[config.mk]
export PLATFORM = sky130hd
export DESIGN_NAME = dlfloat_round_pack
export DESIGN_NICKNAME = d
export VERILOG_FILES = /design/src/rtl/dlfloat_pkg.sv /design/src/rtl/dlfloat_rnd_core.sv /design/src/rtl/dlfloat_round_pack.sv
export SDC_FILE = /design/constraint.sdc
export NUM_CORES = 1
export LEC_CHECK = 0
export ABC_AREA = 1
export BUFFER_PORTS_ARGS = -buffer_cell sky130_fd_sc_hd__clkbuf_2
export CAP_MARGIN = 20
export CORE_AREA = 4 4 94 96
export DETAILED_ROUTE_END_ITERATION = 12
export DIE_AREA = 0 0 98 100
export MAX_ROUTING_LAYER = met4
export PLACE_DENSITY = 0.71
export SLEW_MARGIN = 20
export SYNTH_ARGS = -nofsm -noshare
export SYNTH_HDL_FRONTEND = slang
export SYNTH_SLANG_ARGS = --single-unit
[constraint.sdc]
create_clock -name clk -period 1.73 [get_ports clk]
set_input_delay 0 -clock clk [delete_from_list [all_inputs] [get_ports clk]]
set_output_delay 0 -clock clk [all_outputs]
set_load 0.02 [all_outputs]
[src/rtl/dlfloat_pkg.sv]
// Shared DLFloat16 definitions: field widths, special encodings, flag positions
// and rounding-mode encodings used by the round/pack datapath.
package dlfloat_pkg;

    localparam int DLF_BIAS = 31;
    localparam logic [14:0] DLF_INF = 15'h7FFF;

    localparam int EXP_W    = 6;
    localparam int FRAC16_W = 9;
    localparam int FRAC20_W = 13;

    localparam int FLG_INV = 4;
    localparam int FLG_INX = 3;
    localparam int FLG_OVF = 2;
    localparam int FLG_UNF = 1;
    localparam int FLG_DBZ = 0;

    localparam int RND_RNE = 0;
    localparam int RND_RTZ = 1;

endpackage

[src/rtl/dlfloat_rnd_core.sv]
// Combinational round/pack of one 20-bit extended result into a DLFloat16 word,
// merging the newly raised inexact/overflow flags into the incoming flags.
module dlfloat_rnd_core
    import dlfloat_pkg::*;
#(
    parameter int RND_MODE = RND_RNE
) (
    input  logic [19:0] ext_res,
    input  logic [4:0]  ext_flags,
    output logic [15:0] pack_res,
    output logic [4:0]  pack_flags
);

    logic                sign;
    logic [EXP_W-1:0]    exp_val;
    logic [FRAC20_W-1:0] frac;
    logic [FRAC16_W-1:0] keep;
    logic                guard;
    logic                sticky;
    logic                round_up;
    logic [FRAC16_W:0]   frac_sum;
    logic [EXP_W:0]      exp_adj;
    logic [FRAC16_W-1:0] frac_adj;
    logic                is_inf;
    logic                is_zero;
    logic                inexact;
    logic                ovf;
    logic [4:0]          new_flags;

    assign sign    = ext_res[19];
    assign exp_val = ext_res[18:13];
    assign frac    = ext_res[12:0];
    assign keep    = frac[12:4];
    assign guard   = frac[3];
    assign sticky  = |frac[2:0];

    assign round_up = (RND_MODE == RND_RNE) ? (guard && (sticky || keep[0])) : 1'b0;
    assign inexact  = guard || sticky;

    // A carry out of the kept fraction renormalises to 1.0 at the next exponent.
    assign frac_sum = {1'b0, keep} + {{FRAC16_W{1'b0}}, round_up};
    assign exp_adj  = {1'b0, exp_val} + {{EXP_W{1'b0}}, frac_sum[FRAC16_W]};
    assign frac_adj = frac_sum[FRAC16_W] ? '0 : frac_sum[FRAC16_W-1:0];

    // Landing exactly on the all-ones pattern would alias the inf encoding.
    assign ovf = exp_adj[EXP_W] ||
                 ((exp_adj[EXP_W-1:0] == 6'h3F) && (frac_adj == 9'h1FF));

    assign is_inf  = (ext_res[18:4] == DLF_INF);
    assign is_zero = (ext_res[18:0] == 19'd0);

    always_comb begin
        new_flags          = '0;
        new_flags[FLG_INX] = inexact;
        new_flags[FLG_OVF] = ovf;
        pack_res           = {sign, exp_adj[EXP_W-1:0], frac_adj};
        pack_flags         = ext_flags | new_flags;
        if (is_inf) begin
            pack_res   = {sign, DLF_INF};
            pack_flags = ext_flags;
        end else if (is_zero) begin
            pack_res   = {sign, 15'h0000};
            pack_flags = ext_flags;
        end else if (ovf) begin
            pack_res   = {sign, DLF_INF};
        end
    end

endmodule

[src/rtl/dlfloat_round_pack.sv]
// Two-stage valid/ready round-and-pack back end for DLFloat16 results, with a
// saturating count of inexact results leaving the block.
module dlfloat_round_pack
    import dlfloat_pkg::*;
#(
    parameter int RND_MODE = 0,
    parameter int CNT_W    = 16
) (
    input  logic             clk,
    input  logic             rst_n,
    input  logic             in_valid,
    output logic             in_ready,
    input  logic [19:0]      in_res,
    input  logic [4:0]       in_flags,
    output logic             out_valid,
    input  logic             out_ready,
    output logic [15:0]      out_res,
    output logic [4:0]       out_flags,
    input  logic             cnt_clr,
    output logic [CNT_W-1:0] inexact_cnt
);

    logic        s1_valid;
    logic [15:0] s1_res;
    logic [4:0]  s1_flags;
    logic [15:0] rnd_res;
    logic [4:0]  rnd_flags;
    logic        adv2;
    logic        out_xfer;

    dlfloat_rnd_core #(
        .RND_MODE(RND_MODE)
    ) u_rnd_core (
        .ext_res   (in_res),
        .ext_flags (in_flags),
        .pack_res  (rnd_res),
        .pack_flags(rnd_flags)
    );

    assign adv2     = !out_valid || out_ready;
    assign in_ready = !s1_valid || adv2;
    assign out_xfer = out_valid && out_ready;

    // Stage 1 refills whenever it is empty or its content moves to stage 2.
    always_ff @(posedge clk or negedge rst_n) begin
        if (!rst_n) begin
            s1_valid <= 1'b0;
            s1_res   <= '0;
            s1_flags <= '0;
        end else if (in_ready) begin
            s1_valid <= in_valid;
            if (in_valid) begin
                s1_res   <= rnd_res;
                s1_flags <= rnd_flags;
            end
        end
    end

    always_ff @(posedge clk or negedge rst_n) begin
        if (!rst_n) begin
            out_valid <= 1'b0;
            out_res   <= '0;
            out_flags <= '0;
        end else if (adv2) begin
            out_valid <= s1_valid;
            if (s1_valid) begin
                out_res   <= s1_res;
                out_flags <= s1_flags;
            end
        end
    end

    always_ff @(posedge clk or negedge rst_n) begin
        if (!rst_n) begin
            inexact_cnt <= '0;
        end else if (cnt_clr) begin
            inexact_cnt <= '0;
        end else if (out_xfer && out_flags[FLG_INX] && (inexact_cnt != '1)) begin
            inexact_cnt <= inexact_cnt + CNT_W'(1);
        end
    end

endmodule

Word-level counts from Yosys, hierarchy flattened
Index checks and enable logic that the tools add are counted.
Storage, ports and cells
  word-level logic and storage cells: 40
  bits in registers: 60
Cells by class
  reductions and logical operators: 17
  add/sub/neg operators: 3
  equality and inequality tests: 4
  bitwise gates (word level): 1
  mux-type cells: 8
Operators with widths (number)
  2-to-1 mux 15 bit: 3
  2-to-1 mux 16 bit: 2
  zero test 19 bit: 1
  adder 16 x 1 -> 16 bit, second input constant: 1
  != test 16 bit, second input constant: 1
  == test 15 bit, second input constant: 1
  adder 9 x 1 -> 10 bit: 1
  2-to-1 mux 5 bit: 2
  == test 9 bit, second input constant: 1
  2-to-1 mux 9 bit: 1
  adder 6 x 1 -> 7 bit: 1
  == test 6 bit, second input constant: 1
  logical AND 1 bit: 5
  logical OR 1 bit: 5
  OR 5 x 4 -> 5 bit: 1
  AND reduction 2 bit: 2
  OR reduction 3 bit: 1
  zero test 1 bit: 2
  nonzero test 2 bit: 1

Longest topological paths before layout
Gate-level depths: netlist of run 1.
  depth in word-level cells: 11
  gate-level depth with buffers: 18
  mapped depth without buffers: 18

Hierarchy
A second synthesis of run 1 with hierarchy kept.
Second synthesis, totals
  cells, all modules: 402
  area total of the unflattened synthesis: 3407.0 um^2
By module, submodules not included
  dlfloat_round_pack: cells each 249, area each 2642.5 um^2, instances 1
  dlfloat_rnd_core: cells each 153, area each 764.5 um^2, instances 1

Worst setup path after synthesis of run 1
Ideal clock, no wire load.
  kind: reg-to-reg
  start: register inexact_cnt[0]
  end: register inexact_cnt[6]
  stages on the path, launching flop included: 13
  clock period less this slack: 1.806 ns
  data required time: 1.653 ns
  arrival: 1.729 ns
  setup slack: -0.076 ns
  path buffers: 1
  path through: dfrtp_1 > ha_1 > nand2_1 > nor3_2 > nand2_1 > nor2_2 > nand2_2 > nand2_4 > nand2_4 > buf_6 > nand2_1 > o21ai_1 > a21oi_1
Between the ends
  longest elaborated chain between the ends: 3
RTL lines
  start, declared: RTL line dlfloat_round_pack.sv:20  | output logic [CNT_W-1:0] inexact_cnt
  start signal, assigned: RTL line dlfloat_round_pack.sv:79  | inexact_cnt <= inexact_cnt + CNT_W'(1);
  adder 16 x 1 -> 16 bit / != test 16 bit (equally long branches): RTL line dlfloat_round_pack.sv:79, dlfloat_round_pack.sv:78
  2-to-1 mux 16 bit / logical AND 1 bit (equally long branches): RTL line dlfloat_round_pack.sv:78  | end else if (out_xfer && out_flags[FLG_INX] && (inexact_cnt != '1)) begin
  2-to-1 mux 16 bit / nonzero test 2 bit (equally long branches)
Several ways; a longest one is shown, not always the timed one. The select of a mux whose other input is x is not followed.
A chain may end at the register's enable or synchronous reset.

Worst setup path in the final report of run 1
  start: register inexact_cnt[1]
  end: register inexact_cnt[6]
Same word-level chain as after synthesis.

==> impl_metrics.tcl, run 1 <==
set metrics [dict create \
    hpwl_mm 6.04 \
    grt_pass1_wl_mm 13.4 \
    p_leak_nw 2.14 \
    syn_inst 382 \
    cp_data_required_time_ns 1.98 \
    grt-ovfl-total 0 \
    worstSkewPairLatency_ns 0.34 \
    status "finished clean" \
    reg2reg_from "inexact_cnt[1]" \
    crit_buf_inv 0 \
    post_drt_wl_per_cell_um 13.3 \
    fp.coreArea_um2 8050 \
    pwr-share-clk 0.283 \
    setup_viol 0 \
    hp-start "in_valid" \
    num_antenna_cells 0 \
    first_global_vias 2918 \
    cts-root-buf "clkbuf_8" \
    start_util 0.389 \
    ir_drop_uv 329 \
    cts_tree "yes" \
    fin_area_um2 4290 \
    report.final.slew_viol_count 0 \
    p_per_area_nw_per_um2 935 \
    reg2reg_depth 11 \
    critical_path.endpoint "inexact_cnt[6]" \
    nNetsFinal 539 \
    yosysTopAreaCellShare 0.479 \
    synth_seq_area_share 0.479 \
    cts_sinks 60 \
    yosys-top-cells-area "dfrtp_1, nand2_1, nor2_1, inv_1, mux2_2" \
    yosys.area.top_type "dfrtp_1" \
    internal_power_mw 2.71 \
    pin_count 69 \
    critPathSlowestCell "dfrtp_2" \
    switching_share 0.326 \
    drive_above_1_share 0.335 \
    layout_commonest_cell "nand2_1" \
    numCtsBuffers 9 \
    viasPerCell 5.00 \
    drt-initial-drc-count 185 \
    utilization 0.533 \
    power_frac_comb 0.269 \
    placed_cell_area_um2 3870 \
    dieArea_um2 9800 \
    detailedRoute.firstPassIterationCount 5 \
    worstSetupStartpointType "flop" \
    arrival_ns 1.96 \
    die_height_um 100 \
    timing.final.crit_share 0.989 \
    timing.setup.tns_ns 0 \
    vias 3064 \
    startpoint "inexact_cnt[1]" \
    ys_ff_latch 60 \
    p_seq_frac 0.448 \
    rsz0062_at_grt "yes" \
    crit_top_cell "nand2_2" \
    route.detailed.drc 0 \
    finalHoldViolCount 0 \
    ff2ff_setup_slack_ns 0.02 \
    wl_mm 8.16 \
    fin_crit_ns 1.71 \
    max_stage_delay_ns 0.39 \
    synth_nets 416 \
    layout_common_cells "nand2_1, clkbuf_2, dfrtp_1" \
    synth_area_um2 3130 \
    port_buffers 68 \
    cts.path.max_buffers 2 \
    ys_types 31 \
    ant_nets 0 \
    fin_cells 613 \
    routabilityCongestion 0.903 \
    slew_headroom 0.633 \
    fmax_mhz 584 \
    path_class "flop to flop" \
    skew_ns 0.00882 \
    yosysWarningCount 0 \
    maxCapViolCount 0 \
    cp.depth 11 \
    crit_family "simple AND/OR/NAND/NOR gates" \
    avgSynthCellArea_um2 8.20 \
    worst_pin_slew_ns 0.551 \
    antenna_found_initial 0 \
    p_sw_mw 1.31 \
    cp_max_fo 8 \
    rows 33 \
    cts_htree_levels 3 \
    path_cells "ha_4 > nand2_4 > nor3_4 > nand2_2 > nor2_4 > nand2_2 > nand2_4 > nand2_8 > nand2_2 > o21ai_1 > a21oi_1" \
    dp.cells 583 \
    grtUsageTotal 0.172 \
    areaGrowthSynthToFinish_pct 37.1 \
    die_x_um 98 \
    cp-end-kind "flop" \
    clk_pin_slew_ns 0.06 \
    grt_max_degree 41 \
    hp-class "input pin to flop" \
    r2r_end "inexact_cnt[6]" \
]
-- flip-flops by register name (all words and copies together), names as in the netlist --
| name | count |
|---|---|
| out_valid | 1 |
| out_res | 16 |
| s1_flags | 5 |
| s1_valid | 1 |
| s1_res | 16 |
| inexact_cnt | 16 |
| out_flags | 5 |
-- area by class of cell --
type                            instances  area [um^2]
Fill cell                             749         3760
Multi-Input combinational cell        267         1510
Sequential cell                        60         1500
Timing Repair Buffer                  123          807
Clock buffer                           12          165
Inverter                               44          165
Tap cell                              105          131
Clock inverter                          2         10.0
-- worst register-to-register path, stage by stage, from the launching register on --
cell and delay (ns):
dfrtp_2 0.39, ha_4 0.16, nand2_4 0.06, nor3_4 0.21, nand2_2 0.10, nor2_4 0.13
nand2_2 0.08, nand2_4 0.11, nand2_8 0.09, nand2_2 0.09, o21ai_1 0.06, a21oi_1 0.15
-- worst min path at each step --
| stage | cells past startpoint | to |
|---|---|---|
| finish | 4 | s1_valid |
| global route | 4 | s1_valid |
| CTS | 4 | s1_valid |
| detailed placement | 1 | s1_flags[1] |
| global placement | 1 | out_res[15] |
| floorplan | 0 | inexact_cnt[0] |
-- power by group through the flow --
stage	combinational, mW	clock (mW)	sequential, mW
6_report	1.08	1.14	1.80
5_1_grt	1.19	1.23	1.83
4_1_cts	1.07	1.16	1.80
3_5_place_dp	1.05	0	1.82
3_3_place_gp	1.03	0	1.81
2_1_floorplan	0.401	0	2.02
-- synthesized netlist by cell type, drive strengths merged --
cell    number
a21oi       10
a32oi        1
a41oi        6
and3         1
buf          4
clkbuf       8
dfrtp       60
ha           4
inv         44
mux2        14
nand2       92
nand3       26
nand4       12
nor2        49
nor3         6
nor4         4
o21a         1
o21ai       25
o21bai       1
o221ai       1
o31ai        4
xor2         9
-- routing by layer --
metal  global-route usage  share of wire
met5                    -              0
met2                0.266           0.46
met1                0.224           0.46
met3               0.0313          0.057
met4               0.0714          0.021
-- metrics by stage --
step           hold slack [ns]  setup slack, ns  power, mW
6_report                0.0688           0.0187       4.02
3_5_place_dp            0.0117           -0.280       2.87
5_1_grt                 0.0985          -0.0894       4.24
2_1_floorplan           -0.296         0.000864       2.42
3_3_place_gp         -0.000207           -0.162       2.84
4_1_cts                 0.0592          0.00956       4.03
-- timing repair --
item                       in CTS  in global routing
hold buffers                    9                  0
resized for setup               0                 32
setup endpoints to repair       0                 29
setup buffers                   0                  6
hold endpoints to repair       33                  0
-- kinds of logic after synthesis --
kind of cell	Yosys count	synth area share
adders and majority gates	4	0.0160
muxes	14	0.0503
buffers and inverters	56	0.0715
AOI/OAI and AO/OA	49	0.0927
DFF	60	0.479
and+or+nand+nor	190	0.265
xor gates and xnor gates	9	0.0252
No activity file was read; power rests on OpenSTA's default activity.
==> inputs of run 2 (changes only) <==
CORE_AREA = 4 4 101 103   (was 4 4 94 96)
DIE_AREA = 0 0 105 107   (was 0 0 98 100)
PLACE_DENSITY = 0.64   (was 0.71)
==> impl_metrics.tcl, run 2 (synthesized netlist as in run 1, its figures left out) <==
set metrics [dict create \
    status "finished clean" \
    ant_nets 0 \
    arrival_ns 1.94 \
    die_height_um 107 \
    power_frac_comb 0.254 \
    hold_end "s1_valid" \
    report.final.slew_viol_count 0 \
    antenna_found_initial 0 \
    grtUsageTotal 0.158 \
    routabilityCongestion 0.847 \
    internal_power_mw 2.95 \
    worst_pin_slew_ns 0.347 \
    vias 3084 \
    cp_max_fo 11 \
    cts.path.max_buffers 2 \
    detailedRoute.firstPassIterationCount 4 \
    viasPerCell 4.90 \
    cts_htree_levels 3 \
    cts_sinks 60 \
    start_util 0.341 \
    dp.cells 599 \
    reg2reg_depth 10 \
    worstSetupStartpointType "flop" \
    hpwl_mm 6.13 \
    num_antenna_cells 0 \
    utilization 0.482 \
    cp-end-kind "flop" \
    p_sw_mw 1.36 \
    first_global_vias 3034 \
    drt-initial-drc-count 174 \
    fp.coreArea_um2 9200 \
    worstHoldPathCells 4 \
    path_class "flop to flop" \
    pwr-share-clk 0.329 \
    areaGrowthSynthToFinish_pct 41.6 \
    grt_pass1_wl_mm 14.0 \
    placed_cell_area_um2 3970 \
    clk_pin_slew_ns 0.07 \
    hp-class "input pin to flop" \
    cts-root-buf "clkbuf_8" \
    grt_max_degree 61 \
    grt-ovfl-total 0 \
    hp-start "in_valid" \
    reg2reg_from "inexact_cnt[0]" \
    wl_mm 8.40 \
    layout_common_cells "nand2_1, clkbuf_2, dfrtp_1" \
    layout_commonest_cell "nand2_1" \
    nNetsFinal 548 \
    pin_count 69 \
    timing.final.crit_share 0.994 \
    cts_tree "yes" \
    fin_area_um2 4440 \
    port_buffers 68 \
    finalHoldViolCount 0 \
    post_drt_wl_per_cell_um 13.3 \
    fin_crit_ns 1.72 \
    drive_above_1_share 0.358 \
    reg_top3 "inexact_cnt: 16 flops, out_res: 16 flops, s1_res: 16 flops" \
    numCtsBuffers 9 \
    fin_cells 630 \
    setup_viol 0 \
    worstSkewPairLatency_ns 0.34 \
    r2r_end "inexact_cnt[0]" \
    fmax_mhz 582 \
    route.detailed.drc 0 \
    ir_drop_uv 398 \
    slew_headroom 0.767 \
    p_leak_nw 2.20 \
    p_per_area_nw_per_um2 972 \
    switching_share 0.317 \
    rows 35 \
    die_x_um 105 \
    rsz0062_at_grt "yes" \
    skew_ns 0.0104 \
    ff2ff_setup_slack_ns 0.01 \
    maxCapViolCount 0 \
    dieArea_um2 11200 \
    cp_data_required_time_ns 1.95 \
    p_seq_frac 0.417 \
]
-- run 2: worst max path at each step --
stage | from | to | slack (ns) | depth (start not counted)
after global placement | in_res[10] | s1_res[10] | -0.12 | 17
after floorplan | inexact_cnt[0] | inexact_cnt[6] | 0.0009 | 12
after detailed placement | in_res[9] | s1_res[6] | -0.19 | 18
after global routing | inexact_cnt[0] | inexact_cnt[0] | -0.09 | 10
final | inexact_cnt[0] | inexact_cnt[0] | 0.01 | 10
after CTS | inexact_cnt[0] | inexact_cnt[0] | 0.00009 | 10
-- run 2: critical path: stages (launching register included) --
cell     delay (ns)
dfrtp_2        0.39
ha_4           0.16
nand2_4        0.06
nor3_4         0.20
nand2_2        0.10
nor2_4         0.13
nand2_2        0.08
nand2_4        0.12
buf_6          0.16
xor2_1         0.16
nor2_1         0.05
-- run 2: metrics by stage --
stage / total power [mW] / hold WS (ns) / worst slack, ns / setup TNS (ns)
after floorplan: 2.42 / -0.296 / 0.000864 / 0
after global placement: 2.87 / 0.0378 / -0.121 / -1.06
after detailed placement: 2.90 / 0.0389 / -0.191 / -1.83
after CTS: 4.34 / 0.0582 / 0.0000897 / 0
after global routing: 4.55 / 0.0791 / -0.0928 / -0.757
final: 4.31 / 0.0803 / 0.0109 / 0
-- run 2: power by group through the flow --
stage               sequential [mW]  combinational (mW)  clock, mW
finish                         1.80                1.10       1.42
global placement               1.81                1.06          0
global route                   1.83                1.21       1.51
CTS                            1.79                1.10       1.45
floorplan                      2.02               0.401          0
detailed placement             1.82                1.08          0
-- run 2: area by class of cell --
type	instances	area, um^2
Fill cell	910	4760
Multi-Input combinational cell	266	1520
Sequential cell	60	1500
Timing Repair Buffer	133	883
Inverter	44	165
Tap cell	111	139
Clock buffer	10	138
Clock inverter	6	87.6
-- run 2: timing repair --
action | in CTS | in global routing
pin swaps | 0 | 7
hold buffers | 9 | 0
endpoints found under the hold margin | 72 | 0
buffers inserted | 1 | 5
setup endpoints to repair | 5 | 31
gates resized for setup | 1 | 33
-- run 2: metal layers --
metal  vias up  GRT usage  part of all wire
met2        81      0.262              0.50
li1       1519          -                 -
met5         -          -                 0
met4         0     0.0562             0.011
met3         8     0.0301             0.051
met1      1476      0.193              0.44
==> inputs of run 3 (changes only) <==
CORE_AREA = 4 4 147 78   (was 4 4 101 103)
DIE_AREA = 0 0 151 82   (was 0 0 105 107)
PLACE_DENSITY = 0.63   (was 0.64)
SYNTH_HIERARCHICAL = 1   (was default)
==> impl_metrics.tcl, run 3 <==
set metrics [dict create \
    cp.depth 19 \
    yosysWarningCount 6 \
    yosysTopAreaCellShare 0.441 \
    detailedRoute.firstPassIterationCount 4 \
    p_leak_nw 2.34 \
    dp.cells 636 \
    layout_commonest_cell "nand2_1" \
    worstHoldPathCells 4 \
    worst_pin_slew_ns 0.553 \
    fmax_mhz 617 \
    fin_crit_ns 1.62 \
    synth-edff-count 0 \
    placed_cell_area_um2 4210 \
    grt-ovfl-total 0 \
    hpwl_mm 6.38 \
    viasPerCell 4.60 \
    hp-class "input pin to flop" \
    crit_buf_inv 4 \
    pwr-share-clk 0.372 \
    cts_htree_levels 3 \
    cts-root-buf "clkbuf_16" \
    worst_slack_ns 0.110 \
    num_antenna_cells 0 \
    synth_nets 436 \
    critPathSlowestCell "mux2_4" \
    grt_use_met1 0.188 \
    p_seq_frac 0.386 \
    yosys.area.top_type "dfrtp_1" \
    cts_tree "yes" \
    grtUsageTotal 0.149 \
    syn_inst 402 \
    synth_commonest_cells "nand2_1, dfrtp_1, nand3_1, mux2_2, inv_1" \
    max_stage_delay_ns 0.27 \
    path_cells "buf_6 > nand2_4 > nor2_2 > nand3b_1 > inv_2 > ha_4 > ha_4 > nand3_2 > nand2_2 > nand2_1 > nand2_1 > inv_1 > nand2_1 > nor2_2 > nand3_4 > nand2_4 > inv_4 > nand3_1 > mux2_4" \
    worstSetupStartpointType "input pin" \
    drive_above_1_share 0.382 \
    clk_pin_slew_ns 0.05 \
    status "finished clean" \
    drt-initial-drc-count 183 \
    route.detailed.drc 0 \
    reg2reg_depth 9 \
    yosysMostFrequentCell "nand2_1" \
    preCtsSetupSlack_ns -0.293 \
    die_height_um 82 \
    antenna_found_initial 0 \
    ir_drop_uv 424 \
    report.final.slew_viol_count 0 \
    setup_viol 0 \
    rows 26 \
    timing.final.crit_share 0.936 \
    grt_max_degree 33 \
    layout_common_cells "nand2_1, dfrtp_1, clkbuf_2" \
    dieArea_um2 12400 \
    reg_top3 "inexact_cnt: 16 flops, out_res: 16 flops, s1_res: 16 flops" \
    path_class "input pin to flop" \
    die_x_um 151 \
    grt_pass1_wl_mm 14.1 \
    cts_sinks 60 \
    cts.path.max_buffers 2 \
    cp_data_required_time_ns 1.94 \
    post_drt_wl_per_cell_um 12.6 \
    nNetsFinal 551 \
    vias 3041 \
    ant_nets 0 \
    synth_seq_area_share 0.441 \
    power_frac_comb 0.242 \
    ys_ff_latch 60 \
    yosys-top-cells-area "dfrtp_1, mux2_2, nand2_1, nand3_1, inv_1" \
    finalHoldViolCount 0 \
    cp-end-kind "flop" \
    worstSkewPairLatency_ns 0.32 \
    fin_hold_ws_ns 0.00524 \
    fin_cells 661 \
    p_per_area_nw_per_um2 1000 \
    first_global_vias 2915 \
    synthArstFlopShare 1.00 \
    crit_family "simple AND/OR/NAND/NOR gates" \
    grtUsageMet2 0.241 \
    start_util 0.338 \
    p_sw_mw 1.38 \
    synth_area_um2 3410 \
    busiest_layer "met2" \
    internal_power_mw 3.32 \
    ys_types 33 \
    maxCapViolCount 0 \
    port_buffers 68 \
    cp_max_fo 7 \
    arrival_ns 1.83 \
    fp.coreArea_um2 10100 \
    switching_share 0.293 \
    areaGrowthSynthToFinish_pct 37.5 \
    slew_headroom 0.632 \
    pin_count 69 \
    skew_ns 0.00529 \
    globalRouteMet3Util 0.0347 \
    ys.flop_type "dfrtp_1" \
    wl_mm 8.36 \
    numCtsBuffers 9 \
    routabilityCongestion 0.871 \
    crit_top_cell "nand2_1" \
    avgSynthCellArea_um2 8.48 \
    fin_area_um2 4690 \
]
==> run 3: cell count changes after synthesis, sizes merged, moves of 4 or more <==
cell	before	now
a41oi	6	0
buf	4	11
clkbuf	8	0
inv	44	39
mux2	14	38
nand2	92	118
nand3	26	42
nand3b	0	5
nor2	49	42
nor3	6	1
o21ai	25	6
o31ai	4	0
xor2	9	5
==> run 3: path summary, 6_finish.rpt <==
check / end / slack (ns) / startpoint
setup / recovery: s1_res[6] / 0.11 / in_res[8]
max in group asynchronous: inexact_cnt[15] / 0.95 / rst_n
setup reg to reg: inexact_cnt[5] / 0.19 / inexact_cnt[0]
hold reg to reg: out_res[15] / 0.49 / out_res[15]
min in group asynchronous: out_res[5] / 0.21 / rst_n
hold / removal: s1_flags[2] / 0.005 / in_flags[2]
==> run 3: worst register-to-register path: stages (launching register included) <==
cell and delay, ns:
dfrtp_1 0.38, ha_1 0.21, nand2_1 0.11, nor2_4 0.04, nand2_2 0.09, nor2_4 0.06
o21ai_4 0.13, clkinv_2 0.22, nand2_1 0.12, nand2_1 0.06
==> run 3: per-layer routing <==
metal	wire length [um]	vias up
li1	-	1548
met4	93	0
met5	0	-
met3	318	9
met2	3970	59
met1	3980	1425
==> run 3: final cells by class <==
cell class	instances	area, um^2
Multi-Input combinational cell	290	1780
Timing Repair Buffer	115	776
Inverter	41	158
Fill cell	1018	5400
Tap cell	140	175
Clock buffer	11	243
Clock inverter	4	50.0
Sequential cell	60	1500
==> run 3: stage by stage <==
step / setup TNS [ns] / total power, mW / utilization
floorplan: -1.16 / 2.50 / -
global placement: -3.55 / 2.93 / 0.417
detailed placement: -4.66 / 2.96 / 0.417
CTS: 0 / 4.74 / 0.452
global route: -0.000963 / 4.94 / 0.465
finish: 0 / 4.69 / 0.465
==> run 3: repair_timing <==
item | 4_1_cts | 5_1_grt
pin swaps | 0 | 14
endpoints found under the hold margin | 22 | 0
setup buffers | 0 | 4
endpoints found under the setup margin | 10 | 18
hold buffers | 6 | 0
resized for setup | 1 | 28
==> run 3: power by group through the flow <==
stage / registers, mW / clock network (mW) / logic [mW]
2_1_floorplan: 2.04 / 0 / 0.458
3_3_place_gp: 1.83 / 0 / 1.10
3_5_place_dp: 1.84 / 0 / 1.12
4_1_cts: 1.82 / 1.80 / 1.13
5_1_grt: 1.84 / 1.86 / 1.24
6_report: 1.81 / 1.75 / 1.13
==> run 3: logic make-up (layout without fill, tap and decap cells) <==
| family | after synthesis | in the layout | synth area share |
|---|---|---|---|
| xor gates and xnor gates | 5 | 5 | 0.0151 |
| buffers and inverters | 52 | 171 | 0.0683 |
| and+or+nand+nor | 225 | 225 | 0.303 |
| DFF | 60 | 60 | 0.441 |
| adders and majority gates | 4 | 4 | 0.0147 |
| muxes | 38 | 38 | 0.126 |
| AOI/OAI and AO/OA | 18 | 18 | 0.0331 |
